**src/rtl/dram_arbiter.sv**
```systemverilog
// Purpose : two-master round-robin arbiter/sequencer for the single-port data RAM, with ownership lock.
// Latency : grant and RAM strobes are same-cycle; read data, rvalid and err are registered (+1 cycle).
// Backpressure: a requester is stalled (gnt=0) while the other master wins or owns the RAM; it must
//               hold we/addr/wdata until granted.
// Ports   : mX_* master request/response pairs (X=0 CPU, X=1 debug/loader); ram_* RAM port;
//           err flags an out-of-range granted access one cycle after its grant.
module dram_arbiter #(
    parameter int DATA_W = 32,
    parameter int ADDR_W = 32,
    parameter int WORDS  = 64
) (
    input  logic              clk,
    input  logic              rst_n,
    input  logic              m0_req,
    input  logic              m0_we,
    input  logic              m0_lock,
    input  logic [ADDR_W-1:0] m0_addr,
    input  logic [DATA_W-1:0] m0_wdata,
    output logic              m0_gnt,
    output logic [DATA_W-1:0] m0_rdata,
    output logic              m0_rvalid,
    input  logic              m1_req,
    input  logic              m1_we,
    input  logic              m1_lock,
    input  logic [ADDR_W-1:0] m1_addr,
    input  logic [DATA_W-1:0] m1_wdata,
    output logic              m1_gnt,
    output logic [DATA_W-1:0] m1_rdata,
    output logic              m1_rvalid,
    output logic [ADDR_W-1:0] ram_addr,
    output logic [DATA_W-1:0] ram_din,
    output logic              ram_we,
    input  logic [DATA_W-1:0] ram_dout,
    output logic              err
);

    localparam logic [ADDR_W-1:0] LIMIT = ADDR_W'(WORDS * 4);

    typedef enum logic [1:0] {IDLE, OWN0, OWN1} state_t;

    state_t            state_q, state_d;
    logic              last_q, last_d;     // master granted most recently (1 = master 1)
    logic              gnt0, gnt1, any_gnt;
    logic              sel_we, in_range;
    logic [ADDR_W-1:0] sel_addr, addr_q;
    logic [DATA_W-1:0] sel_din, din_q;
    logic [DATA_W-1:0] m0_rdata_q, m1_rdata_q;
    logic              m0_rvalid_q, m1_rvalid_q, err_q;

    // Arbitration. In every state the next state after a grant (or an idle owner cycle)
    // depends only on the relevant master's lock bit, so it collapses to lock ? OWNx : IDLE.
    always_comb begin
        gnt0    = 1'b0;
        gnt1    = 1'b0;
        state_d = state_q;
        case (state_q)
            IDLE: begin
                if (m0_req && m1_req) begin
                    gnt0 = last_q;
                    gnt1 = ~last_q;
                end else begin
                    gnt0 = m0_req;
                    gnt1 = m1_req;
                end
                if (gnt0)      state_d = m0_lock ? OWN0 : IDLE;
                else if (gnt1) state_d = m1_lock ? OWN1 : IDLE;
            end
            OWN0: begin
                gnt0    = m0_req;
                state_d = m0_lock ? OWN0 : IDLE;
            end
            OWN1: begin
                gnt1    = m1_req;
                state_d = m1_lock ? OWN1 : IDLE;
            end
            default: state_d = IDLE;
        endcase
        // Grants are combinational from req, so they must be gated to stay low during reset.
        if (!rst_n) begin
            gnt0 = 1'b0;
            gnt1 = 1'b0;
        end
    end

    always_comb begin
        last_d = last_q;
        if (gnt1)      last_d = 1'b1;
        else if (gnt0) last_d = 1'b0;
    end

    assign any_gnt  = gnt0 | gnt1;
    assign sel_we   = gnt1 ? m1_we    : m0_we;
    assign sel_addr = gnt1 ? m1_addr  : m0_addr;
    assign sel_din  = gnt1 ? m1_wdata : m0_wdata;
    assign in_range = sel_addr < LIMIT;

    // Without a grant the RAM port replays the last driven address/data so it never floats.
    assign ram_we   = any_gnt & sel_we & in_range;
    assign ram_addr = any_gnt ? sel_addr : addr_q;
    assign ram_din  = any_gnt ? sel_din  : din_q;

    always_ff @(posedge clk or negedge rst_n) begin
        if (!rst_n) begin
            state_q     <= IDLE;
            last_q      <= 1'b1;
            addr_q      <= '0;
            din_q       <= '0;
            m0_rdata_q  <= '0;
            m1_rdata_q  <= '0;
            m0_rvalid_q <= 1'b0;
            m1_rvalid_q <= 1'b0;
            err_q       <= 1'b0;
        end else begin
            state_q     <= state_d;
            last_q      <= last_d;
            if (any_gnt) begin
                addr_q <= sel_addr;
                din_q  <= sel_din;
            end
            m0_rvalid_q <= gnt0 & ~m0_we;
            m1_rvalid_q <= gnt1 & ~m1_we;
            // Out-of-range reads return zero rather than whatever the RAM aliases to.
            if (gnt0 && !m0_we) m0_rdata_q <= in_range ? ram_dout : '0;
            if (gnt1 && !m1_we) m1_rdata_q <= in_range ? ram_dout : '0;
            err_q       <= any_gnt & ~in_range;
        end
    end

    assign m0_gnt    = gnt0;
    assign m1_gnt    = gnt1;
    assign m0_rdata  = m0_rdata_q;
    assign m1_rdata  = m1_rdata_q;
    assign m0_rvalid = m0_rvalid_q;
    assign m1_rvalid = m1_rvalid_q;
    assign err       = err_q;

endmodule

```
**config.mk**
```make
export PLATFORM = sky130hd
export DESIGN_NAME = dram_arbiter
export DESIGN_NICKNAME = d
export VERILOG_FILES = /design/src/rtl/dram_arbiter.sv
export SDC_FILE = /design/constraint.sdc
export NUM_CORES = 1
export LEC_CHECK = 0
export ABC_AREA = 1
export CELL_PAD_IN_SITES_DETAIL_PLACEMENT = 0
export CELL_PAD_IN_SITES_GLOBAL_PLACEMENT = 1
export CORE_ASPECT_RATIO = 1.2
export CORE_MARGIN = 1.5
export CORE_UTILIZATION = 29
export CTS_CLUSTER_DIAMETER = 50
export CTS_CLUSTER_SIZE = 30
export DETAILED_ROUTE_END_ITERATION = 12
export PLACE_DENSITY_LB_ADDON = 0.2
export SLEW_MARGIN = 5
export SYNTH_ARGS = -nofsm -noshare
export SYNTH_HDL_FRONTEND = slang
export SYNTH_SLANG_ARGS = --single-unit
```
**constraint.sdc**
```tcl
create_clock -name clk -period 2.35 [get_ports clk]
set_input_delay 0.47 -clock clk [delete_from_list [all_inputs] [get_ports clk]]
set_output_delay 0.47 -clock clk [all_outputs]
set_load 0.01 [all_outputs]
```
# Yosys cells after proc, flatten, opt, wreduce, memory -nomap -nowiden
# Index checks and enable logic that the tools add are counted.
# totals
reg_bits,134
output_inout_bits,134
word_cells,51
# classes
magnitude_cmp,1
eq_ne,3
n_mux,21
bitwise_logic,10
reduce_logical,7
# ops
cell,n
2-to-1 mux 32 bit,5
"less-than comparator 32 x 9 -> 1 bit, second input constant",1
2-to-1 mux 1 bit,10
2-to-1 mux 2 bit,3
case mux 2 bit (3 select lines),1
bitwise AND 1 bit,5
NOT 1 bit,4
case mux 1 bit (2 select lines),2
logical AND 1 bit,3
"!= test 3 bit, second input constant",1
"== test 2 x 1 -> 1 bit, second input constant",1
"== test 2 bit, second input constant",1
logical NOT 1 bit,2
logical NOT 2 bit,1
nonzero test 2 bit,1
OR 1 bit,1

# Logic depth before layout (Yosys ltp)
# depth
word_depth,9
ltp_mapped,15
ltp_nobuf,12

# Least setup slack after synthesis
# OpenSTA, ideal clock, no wires.
# synth_path
path_kind,register -> output
start,register last_q
end,output port ram_addr[16]
t_arrival_ns,1.817
slack_ns,0.063
stages_incl_launch_ff,10
path_buffers,1
cell_sequence,dfstp_2 > inv_1 > a21boi_1 > inv_1 > o21ai_1 > nand4_1 > nand2_1 > inv_1 > clkbuf_1 > o21ai_0
# synth_between
elab_chain_cells,7
word_cells_on_any_way,12
# synth_lines
element,line_no,rtl
"start, declared",42,"logic last_q, last_d;"
"start signal, assigned",115,last_q <= last_d;
NOT 1 bit,60,gnt1 = ~last_q;
2-to-1 mux 1 bit,58,if (m0_req && m1_req) begin
2-to-1 mux 1 bit,56,case (state_q)
case mux 1 bit (2 select lines),56,
2-to-1 mux 1 bit,79,if (!rst_n) begin
2-to-1 mux 32 bit or OR 1 bit (tied branches),"93, 91",
2-to-1 mux 32 bit (*),--,
"end, declared",30,"output logic [ADDR_W-1:0] ram_addr,"
# Every way passes the cells marked *; elsewhere a longest branch is shown, timed or not. The select of a mux whose other input is x is not followed.

# Worst setup path in the final report
# layout_path
start,register last_q
end,output port ram_din[1]
# layout_between
elab_chain_cells,7
word_cells_on_any_way,12
# layout_lines
element,line_no,rtl
NOT 1 bit,60,
2-to-1 mux 1 bit,58,
2-to-1 mux 1 bit,56,
case mux 1 bit (2 select lines),56,
2-to-1 mux 1 bit,79,
2-to-1 mux 32 bit or OR 1 bit (tied branches),"94, 91",
2-to-1 mux 32 bit (*),--,
"end, declared",31,"output logic [DATA_W-1:0] ram_din,"
# Marked as above.

==> results.yml <==
outcome:
  status: "finished, violations left"
  violations: "negative setup slack"
drt:
  wire_per_inst_um: 17.69
  drc: 0
  dr.pass1.iters: 5
  detailroute.via_count: 6545
  ant_nets: 0
  wl_um: 24340
  viasPerCell: 4.757
  drt-initial-drc-count: 221
clocking:
  clk_pin_slew_ns: 0.07
  clock_latency_ns: 0.42
  clock-sinks: 134
  root_buffer: "clkbuf_16"
  cts_buffer_depth: 2
  cts_tree: "yes"
  htreeDepth: 4
  postCtsHoldBufs: 0
  cts_made_buffers: 17
critical_path:
  timing_worst_setup_path_type: "flip-flop to output pin"
  crit_path_start: "last_q$_DFFE_PN1N_"
  rr_startpoint: "last_q$_DFFE_PN1N_"
  endpoint_kind: "output pin"
  slowest_stage: "dfstp_2"
  cp_max_fo: 6
  cp.arrival_ns: 2.41
  cp-start-kind: "flip-flop"
  max_stage_delay_ns: 0.54
  crit_chain: "inv_2, a21boi_2, inv_1, o21ai_2, nand4_1, nand2_4, buf_6, buf_12, nor2_1, a31oi_1, buf_2"
  worst_ep_required_time_ns: 1.88
synth:
  synth_compound_area_share_pct: 6.989
  synth_top_family_by_area: "simple AND/OR/NAND/NOR gates"
  ys_ff_latch: 134
  synth_edf_count: 0
  ys.flop_type: "dfrtp_1"
  synth.cell_area_mm2: 0.006105
  synth_xor_area_share_pct: 0
  async_reset_ff_share_pct: 100.0
  yosysWarnings: 0
  synth-seq-area-share_pct: 54.95
  ys_types: 28
  synthCells: 725
  synth_fa_ha_area_share_pct: 0
  synth.net_count: 893
  post_synth.cell_area_avg_um2: 8.420
  synthSimpleGateAreaFrac_pct: 31.50
  yosys-mux-area-fraction_pct: 0
timing:
  period_share_pct: 122.7
  skew_ns: 0.009315
  setup_violations: 66
  worst_slack_ns: -0.5337
  finalHoldViolCount: 0
  fin_tns_setup_ns: -31.25
  tightest_slew_ns: 0.7655
  hold_ws_ns: 0.3162
  rsz0062_at_grt: "true"
  finalCriticalPeriod_ns: 2.884
  drv_slew: 0
  slew_headroom_pct: 48.97
  max_freq_mhz: 346.8
worst_hold_path:
  hp-class: "input port to asynchronous set/reset pin"
finish:
  syn2layout_area_growth_pct: 91.72
  drive_above_1_share_pct: 27.00
  final_core_util_pct: 57.18
  multiInputGateArea_mm2: 0.003108
  layout_common_cells: "279 x nand2_1, 232 x clkdlybuf4s50_1, 133 x dfrtp_1, 66 x buf_4, 65 x nand4_1"
  final_nets: 1266
  antenna_cells: 0
  layout_commonest_cell: "nand2_1"
  seqCellArea_mm2: 0.003354
  fill_cells: 1897
pwr:
  powerDensity_mw_per_mm2: 789.8
  p_total_mw: 9.244
  ir_worst_vdd_mv: 0.4856
  p_leak_nw: 5.330
floorplan:
  rows: 57
  die_x_um: 135.4
  core_area_mm2: 0.02047
  die_h_um: 161.9
  start_util_pct: 29.82
  io_pins: 302
  dieArea_mm2: 0.02193
grt:
  grtUsageTotal_pct: 20.80
  grt-ovfl-total: 0
  grt_pass1_vias: 6445
  grt_pass1_wl_um: 34890
  antenna_found_initial: 0
  grt_max_degree: 135
placed_design:
  gp_congestion: 0.7658
  port_buffers: 301
  dp_hpwl_um: 15400
run:
  max_cap_violations: 0
[routing by layer]
layer,routed length [um],vias to the layer above,global-route usage (%)
li1,-,3159,-
met1,9730,3118,24.71
met2,12540,248,35.55
met3,1750,20,6.866
met4,321,0,6.256
met5,0,-,0
[repair_timing]
item	CTS	global route
cloned	4	8
buffers inserted	17	19
endpoints found under the setup margin	132	132
resized for setup	360	173
pin swaps	3	9
[registers in the layout, indices dropped and copies added (netlist names)]
| name | flops |
|---|---|
| din_q | 32 |
| m0_rdata | 32 |
| addr_q | 32 |
| last_q | 1 |
| err | 1 |
| m1_rdata | 32 |
| m1_rvalid | 1 |
| state_q | 2 |
| m0_rvalid | 1 |
[where the power goes]
part	switching, mW	total [mW]	internal, mW
Clock	1.10	3.03	1.93
Sequential	0.156	2.87	2.72
Combinational	1.60	3.34	1.74
Total	2.86	9.24	6.39
[kinds of logic after synthesis]
logic type / count (synthesis)
AND/OR/NAND/NOR: 440
buffers and inverters: 80
AO/OA/AOI/OAI: 71
flip-flops: 134
[critical path: cells and delay by family, from the launching register on]
kind / cells / cell delay [ns]
buf+inv: 5 / 0.57
flops: 1 / 0.54
compound gates: 3 / 0.46
simple gates: 3 / 0.41
[path summary, 6_finish.rpt]
kind,endpoint,slack [ns],depth (start not counted)
setup / recovery,ram_din[1],-0.53,11
hold / removal,state_q[1]$_DFFE_PN0P_,0.32,3
setup reg to reg,m1_rdata[20]$_DFFE_PN0P_,0.11,14
hold reg to reg,addr_q[18]$_DFF_PN0_,0.47,2
max in group asynchronous,m0_rdata[15]$_DFFE_PN0P_,1.46,3
min in group clk,addr_q[18]$_DFF_PN0_,0.47,2
[Yosys cell counts, drive strengths merged, types with 4 or more instances]
cell    count  area share, %
nand2     293             18
dfrtp     133             55
nand4      65            6.7
nor2       61            4.1
a31oi      48            4.9
buf        34            3.7
inv        27            1.7
o21ai      20            1.7
clkbuf     19            1.2
nand3b     14            1.7
nand3       4           0.53
[final cells by class]
class	instances	share of cell area, %
inverters	27	0.9515
clock inverters	13	1.871
repair buffers	407	35.34
multi-input cells	511	26.56
clock buffers	19	3.784
flip-flops and latches	134	28.66
well taps	265	2.833
[through the flow]
| stage | std cells | area [um2] | setup slack, ns |
|---|---|---|---|
| 2_1_floorplan | 725 | 6105 | 0.06302 |
| 3_3_place_gp | 1298 | 9719 | -1.056 |
| 3_5_place_dp | 1298 | 9719 | -1.042 |
| 4_1_cts | 1351 | 10470 | -0.5216 |
| 5_1_grt | 1376 | 11700 | -0.7004 |
| 6_report | 1376 | 11700 | -0.5337 |
Note: power is estimated with default switching activity, not from simulation.
